File: src/rtl/gpu_pkg.sv
// Shared geometry and writer FSM encoding for the VRAM pixel path.
// Combinational constants only; no latency or backpressure of its own.
package gpu_pkg;
    localparam int ROWS      = 64;
    localparam int COLS      = 64;
    localparam int PIX_W_DEF = 8;
    localparam int ROW_W     = COLS * PIX_W_DEF;
    localparam int COORD_W   = $clog2(ROWS);

    typedef enum logic [2:0] {
        IDLE,
        WAIT_RD,
        READ,
        MERGE,
        WAIT_WR,
        WRITE
    } state_t;
endpackage

File: src/rtl/pixel_fifo.sv
// Pixel request queue: head visible same cycle, one-cycle write-to-empty-deassert latency.
// Push while full is dropped; full/empty are registered from the post-edge count.
module pixel_fifo #(
    parameter int DEPTH = 4,
    parameter int WIDTH = 20
) (
    input  logic             clk,
    input  logic             rst,
    input  logic             push,
    input  logic [WIDTH-1:0] push_dat,
    input  logic             pop,
    output logic [WIDTH-1:0] head_dat,
    output logic             full,
    output logic             empty
);
    localparam int AW = (DEPTH > 1) ? $clog2(DEPTH) : 1;

    logic [WIDTH-1:0] mem [DEPTH];
    logic [AW-1:0]    wr_ptr;
    logic [AW-1:0]    rd_ptr;
    logic [AW:0]      count;
    logic [AW:0]      count_nxt;
    logic             do_push;
    logic             do_pop;

    assign do_push  = push && !full;
    assign do_pop   = pop && !empty;
    assign head_dat = mem[rd_ptr];

    always_comb begin
        count_nxt = count;
        if (do_push && !do_pop) begin
            count_nxt = count + 1'b1;
        end else if (!do_push && do_pop) begin
            count_nxt = count - 1'b1;
        end
    end

    always_ff @(posedge clk) begin
        if (rst) begin
            wr_ptr <= '0;
            rd_ptr <= '0;
            count  <= '0;
            full   <= 1'b0;
            empty  <= 1'b1;
        end else begin
            if (do_push) wr_ptr <= wr_ptr + 1'b1;
            if (do_pop)  rd_ptr <= rd_ptr + 1'b1;
            count <= count_nxt;
            full  <= (count_nxt == (AW+1)'(DEPTH));
            empty <= (count_nxt == '0);
        end
    end

    // Storage needs no reset: pointers and flags define what is valid.
    always_ff @(posedge clk) begin
        if (do_push) mem[wr_ptr] <= push_dat;
    end
endmodule

File: src/rtl/vram_pixel_writer.sv
// Queues pixel writes and applies them as read-merge-write of 64-pixel VRAM rows.
// Push-to-write 6 cycles uncontended; out_READY drops when the queue is full.
module vram_pixel_writer
    import gpu_pkg::*;
#(
    parameter int FIFO_DEPTH = 4,
    parameter int PIX_W      = PIX_W_DEF
) (
    input  logic                    clk,
    input  logic                    rst,
    input  logic                    in_WR,
    input  logic [COORD_W-1:0]      in_X,
    input  logic [COORD_W-1:0]      in_Y,
    input  logic [PIX_W-1:0]        in_COLOR,
    output logic                    out_READY,
    output logic                    out_BUSY,
    input  logic                    in_VRAM_AVAILABLE,
    output logic [COORD_W-1:0]      out_ADDR,
    output logic                    out_RD,
    input  logic [COLS*PIX_W-1:0]   in_data,
    input  logic                    in_VRAM_SIGNAL,
    output logic                    out_WE,
    output logic [COLS*PIX_W-1:0]   out_data
);
    localparam int ENT_W     = 2 * COORD_W + PIX_W;
    localparam int MERGE_MAX = FIFO_DEPTH + 4;
    localparam int MC_W      = $clog2(MERGE_MAX + 1);

    state_t                 state;
    logic [COLS*PIX_W-1:0]  row_buf;
    logic [MC_W-1:0]        merge_cnt;
    logic                   push;
    logic                   pop;
    logic                   q_full;
    logic                   q_empty;
    logic [ENT_W-1:0]       head;
    logic [COORD_W-1:0]     head_x;
    logic [COORD_W-1:0]     head_y;
    logic [PIX_W-1:0]       head_color;
    logic                   merge_hit;

    assign push      = in_WR && out_READY;
    assign out_READY = !q_full;
    assign {head_x, head_y, head_color} = head;

    // out_ADDR doubles as the current-row register for the whole transaction.
    assign merge_hit = (state == MERGE) && !q_empty && (head_y == out_ADDR)
                       && (merge_cnt != MC_W'(MERGE_MAX));
    assign pop       = merge_hit;

    pixel_fifo #(
        .DEPTH (FIFO_DEPTH),
        .WIDTH (ENT_W)
    ) u_queue (
        .clk      (clk),
        .rst      (rst),
        .push     (push),
        .push_dat ({in_X, in_Y, in_COLOR}),
        .pop      (pop),
        .head_dat (head),
        .full     (q_full),
        .empty    (q_empty)
    );

    always_ff @(posedge clk) begin
        if (rst) begin
            state     <= IDLE;
            out_ADDR  <= '0;
            out_RD    <= 1'b0;
            out_WE    <= 1'b0;
            out_BUSY  <= 1'b0;
            out_data  <= '0;
            row_buf   <= '0;
            merge_cnt <= '0;
        end else begin
            out_WE   <= 1'b0;
            out_BUSY <= 1'b1;
            case (state)
                IDLE: begin
                    if (!q_empty) begin
                        state    <= WAIT_RD;
                        out_ADDR <= head_y;
                    end else begin
                        out_BUSY <= push;
                    end
                end
                WAIT_RD: begin
                    if (in_VRAM_AVAILABLE) begin
                        state  <= READ;
                        out_RD <= 1'b1;
                    end
                end
                // Once issued the read must finish; availability is not consulted here.
                READ: begin
                    if (in_VRAM_SIGNAL) begin
                        row_buf   <= in_data;
                        out_RD    <= 1'b0;
                        merge_cnt <= '0;
                        state     <= MERGE;
                    end
                end
                MERGE: begin
                    if (merge_hit) begin
                        row_buf[int'(head_x)*PIX_W +: PIX_W] <= head_color;
                        merge_cnt <= merge_cnt + 1'b1;
                    end else begin
                        state <= WAIT_WR;
                    end
                end
                WAIT_WR: begin
                    if (in_VRAM_AVAILABLE) begin
                        state    <= WRITE;
                        out_WE   <= 1'b1;
                        out_data <= row_buf;
                    end
                end
                WRITE: begin
                    state    <= IDLE;
                    out_BUSY <= push || !q_empty;
                end
                default: state <= IDLE;
            endcase
        end
    end
endmodule

File: config.mk
export PLATFORM = sky130hd
export DESIGN_NAME = vram_pixel_writer
export DESIGN_NICKNAME = d
export VERILOG_FILES = /design/src/rtl/gpu_pkg.sv /design/src/rtl/pixel_fifo.sv /design/src/rtl/vram_pixel_writer.sv
export SDC_FILE = /design/constraint.sdc
export NUM_CORES = 2
export LEC_CHECK = 0
export CAP_MARGIN = 20
export CORE_ASPECT_RATIO = 0.5
export CORE_MARGIN = 5
export CORE_UTILIZATION = 29
export DETAILED_ROUTE_END_ITERATION = 10
export PLACE_DENSITY = 0.5
export SYNTH_ARGS = -nofsm -noshare
export SYNTH_HDL_FRONTEND = slang
export SYNTH_SLANG_ARGS = --single-unit
export TNS_END_PERCENT = 10
File: constraint.sdc
create_clock -name clk -period 5.15 [get_ports clk]
set_clock_uncertainty 0.05 [all_clocks]
set_input_delay 0.7725 -clock clk [delete_from_list [all_inputs] [get_ports clk]]
set_output_delay 0.7725 -clock clk [all_outputs]
set_load 0.01 [all_outputs]
==> flow_summary.rst <==
.. list-table::
   :header-rows: 1

   * - Metric
     - Value
   * - Clock transition at the register clock pins on the worst setup and hold paths after CTS
     - 0.07 ns
   * - Power density relative to cell area
     - 318 nW/µm²
   * - Worst endpoint data arrival time
     - 5.17 ns
   * - Routed WL
     - 239,000 µm
   * - Sequence of cells on the critical path
     - buf_4, mux4_2, inv_1, ha_1, clkinv_1, xnor2_1, a2111oi_2, buf_4, nand2b_1, o211ai_2, mux2i_1, nor2_1
   * - Worst path buffer plus inverter count
     - 4
   * - Pin count of the biggest net entering global routing
     - 173
   * - Slew at the pin with the worst max-slew slack
     - 1.15 ns
   * - Total non-filler cell area in the finished layout
     - 62,600 µm²
   * - Final setup vio count
     - 0
   * - TritonCTS Sinks
     - 1,131
   * - Count of flip-flops with a built-in enable after synthesis
     - 80
   * - Root buf cell
     - clkbuf_16
   * - Dominant delay contributor by cell family on the critical path
     - compound AO/OA/AOI/OAI gates
   * - Setup Buffers After CTS
     - 0
   * - Sequential area share after synthesis
     - 51.2%
   * - Drt first-iter violations
     - 4,318
   * - Fin. max-slew vios
     - 0
   * - Clock H-tree levels
     - 3
   * - CP max stage cell
     - nand2b_1
   * - Finished Core Util
     - 39.8%
   * - Overall track demand over capacity in global routing
     - 27.2%
   * - CP max FO
     - 19
   * - Post-layout power
     - 19.9 mW
   * - Horizontal extent of the die
     - 572 µm
   * - Clock latency on the worst-skew pair
     - 0.70 ns
   * - Outcome
     - finished clean
   * - Total leakage power
     - 23.1 nW
   * - I/O pin count
     - 1,059
   * - Global-route wire length before repair
     - 327,000 µm
   * - # resized after CTS
     - 0
   * - 1st-pass router iterations
     - 5
   * - Worst hold-check slack
     - 0.398 ns
   * - Std cell rows
     - 103
   * - Final hold violation count
     - 0
   * - Clock tree from TritonCTS
     - done
   * - Maximum root-to-sink buffer count
     - 3
   * - Number of antenna violations at the first check in global routing
     - 74
   * - Final GP Congestion
     - 0.936
   * - Commonest non-fill, non-tap cells in the layout
     - nand2_1, clkdlybuf4s50_1, dfxtp_1, nor2_1, a21oi_1
   * - Count of port buffers added during placement
     - 1,058
   * - Sum of overflow across all layers after global routing
     - 0
   * - Mean area per synthesized cell
     - 8.38 µm²
   * - Total vias in the final route
     - 44.2k
   * - Cell seen most often among critical-path stages
     - buf_4
   * - Core region area
     - 157,000 µm²
   * - Commonest non-fill, non-tap cell in the layout
     - nand2_1
   * - Die area
     - 166,000 µm²
   * - Top FF cell, synth
     - dfxtp_1
   * - Element type at the critical path start
     - flip-flop
   * - Min Clock Period, post-route
     - 4.66 ns
   * - FILL cells
     - 15.8k
   * - DRT antenna net count
     - 0
   * - Post-Synthesis Cells
     - 5,462
   * - Yosys cell types
     - 65
   * - Flops & latches, synth
     - 1,131
   * - Number of clock buffers inserted by TritonCTS
     - 109
   * - Biggest area consumer among synthesized cells
     - dfxtp_1
   * - Max_slew headroom
     - 22.9%
   * - Maximum operating frequency
     - 0.215 GHz
   * - Share of cells above drive strength 1
     - 6.50%
   * - Y dimension of the die
     - 291 µm
   * - Routed wire length per instance
     - 27.8 µm
   * - Data required time of the worst path
     - 5.66 ns
   * - Hold Buf Count CTS
     - 0
   * - Detailed-route DRC error count
     - 0
   * - Total of max-cap violations
     - 0
   * - Synth top area share
     - 46.0%
   * - Crit Path Class
     - reg -> reg
   * - Placed Instance Area
     - 58,700 µm²
   * - Share of flip-flops with an asynchronous set or reset after synthesis
     - 0%
   * - Yosys synthesis warning count
     - 0
   * - Dominant cells by area after synthesis
     - dfxtp_1, nand2_1, mux2i_1
   * - Class of the tightest hold or removal check
     - reg -> reg
   * - HPWL reported at the end of detailed placement
     - 176,000 µm
   * - Detail-routed via count per cell
     - 5.14
   * - Via count of the first global-routing pass
     - 42.1k
   * - Period utilization
     - 90.5%
   * - Initial Utilization
     - 29.1%
   * - NumNets Final
     - 6,908
   * - Maximum resistive drop on vdd
     - 267 µV
   * - Unrepaired setup endpoints after global routing
     - no
   * - Number of nets produced by synthesis
     - 6,009
   * - Area of the mapped netlist
     - 45,800 µm²
   * - Final TNS setup
     - 0 ns
   * - Critical Path Sink Type
     - flip-flop
   * - Area growth from synthesis to layout
     - 36.8%
   * - Maximum single-stage delay on the critical path
     - 0.70 ns
==> final timing paths <==
kind               startpoint           end  cells past startpoint  slack, ns
setup reg to reg    flip-flop  row_buf[336]                     12       0.49
setup / recovery    flip-flop  row_buf[336]                     12       0.49
hold reg to reg   row_buf[81]  out_data[81]                      2       0.40
hold / removal    row_buf[81]  out_data[81]                      2       0.40
==> final cells by class <==
| cell class | count | area, µm² | area share (%) |
|---|---|---|---|
| Tap cell | 2100 | 2630 | 4.20 |
| Inverter | 14 | 52.6 | 0.0840 |
| Timing Repair Buffer | 1190 | 11900 | 19.1 |
| Multi-Input combinational cell | 3915 | 20700 | 33.1 |
| Clock inverter | 43 | 567 | 0.906 |
| Sequential cell | 1131 | 23400 | 37.5 |
| Clock buffer | 154 | 3150 | 5.03 |
| Antenna cell | 49 | 123 | 0.196 |
==> cells by family (layout without fill, tap and decap cells) <==
group	after synthesis	after routing	share of synthesized area (%)
xor gates and xnor gates	19	19	0.421
buffers and inverters	416	1401	3.69
AOI/OAI and AO/OA	1253	1253	16.1
other	0	49	0
and+or+nand+nor	2221	2221	18.7
DFF	1131	1131	51.2
adders and majority gates	10	10	0.273
muxes	412	412	9.57
==> per-stage QoR <==
step	setup WS, ns	instances
CTS	0.528	8546
floorplan	1.05	5462
global placement	0.611	8345
global route	0.202	8586
finish	0.490	8596
detailed placement	0.555	8349
==> state kept, by name, summed over array words and instances, names as in the netlist, named ones only <==
register and flops:
row_buf 512, out_BUSY 1, out_RD 1, u_queue.wr_ptr 2, state 3, out_WE 1
u_queue.rd_ptr 2, out_ADDR 6, u_queue.mem 80, u_queue.full 1, u_queue.empty 1, out_data 512
u_queue.count 3, merge_cnt 4
==> report_power, final <==
part           internal, mW  switching, mW  total (mW)  leakage (nW)
registers              9.04          0.133        9.18          9.21
logic                 0.849           1.28        2.13          12.1
clock network          4.90           3.70        8.60          1.83
total                  14.8           5.11        19.9          23.1
==> metal layers <==
| metal | up-vias | part of all wire, % | GRT usage [%] |
|---|---|---|---|
| li1 | 20193 | - | - |
| met1 | 21803 | 42 | 35.6 |
| met2 | 1764 | 47 | 44.1 |
| met3 | 422 | 6.6 | 4.31 |
| met4 | 6 | 5.2 | 12.9 |
| met5 | - | 0.017 | 0 |
==> cells in the mapped netlist (8+ instances only) <==
master    number
o211ai_2      23
nand2_1     1482
edfxtp_1      80
o21ai_0      387
buf_2         28
nor2_1       665
nand4_1        8
a211oi_2      16
mux2i_1      392
buf_1          8
clkbuf_1     350
a211oi_1     125
o211ai_1       9
a21oi_1      637
inv_1         13
nand2b_1      10
a22oi_1       10
dfxtp_1     1051
mux4_2        19
xnor2_1       13
a211oi_4      13
o221a_2        8
buf_6          8
buf_4          8
ha_1          10
nor3_1        11
==> worst register-to-register path, stage by stage (launching register included) <==
cell and delay (ns):
dfxtp_1 0.34, buf_4 0.37, mux4_2 0.67, inv_1 0.09, ha_1 0.18, clkinv_1 0.24
xnor2_1 0.31, a2111oi_2 0.40, buf_4 0.23, nand2b_1 0.70, o211ai_2 0.59, mux2i_1 0.32
nor2_1 0.05
No activity file was read; power rests on OpenSTA's default activity.
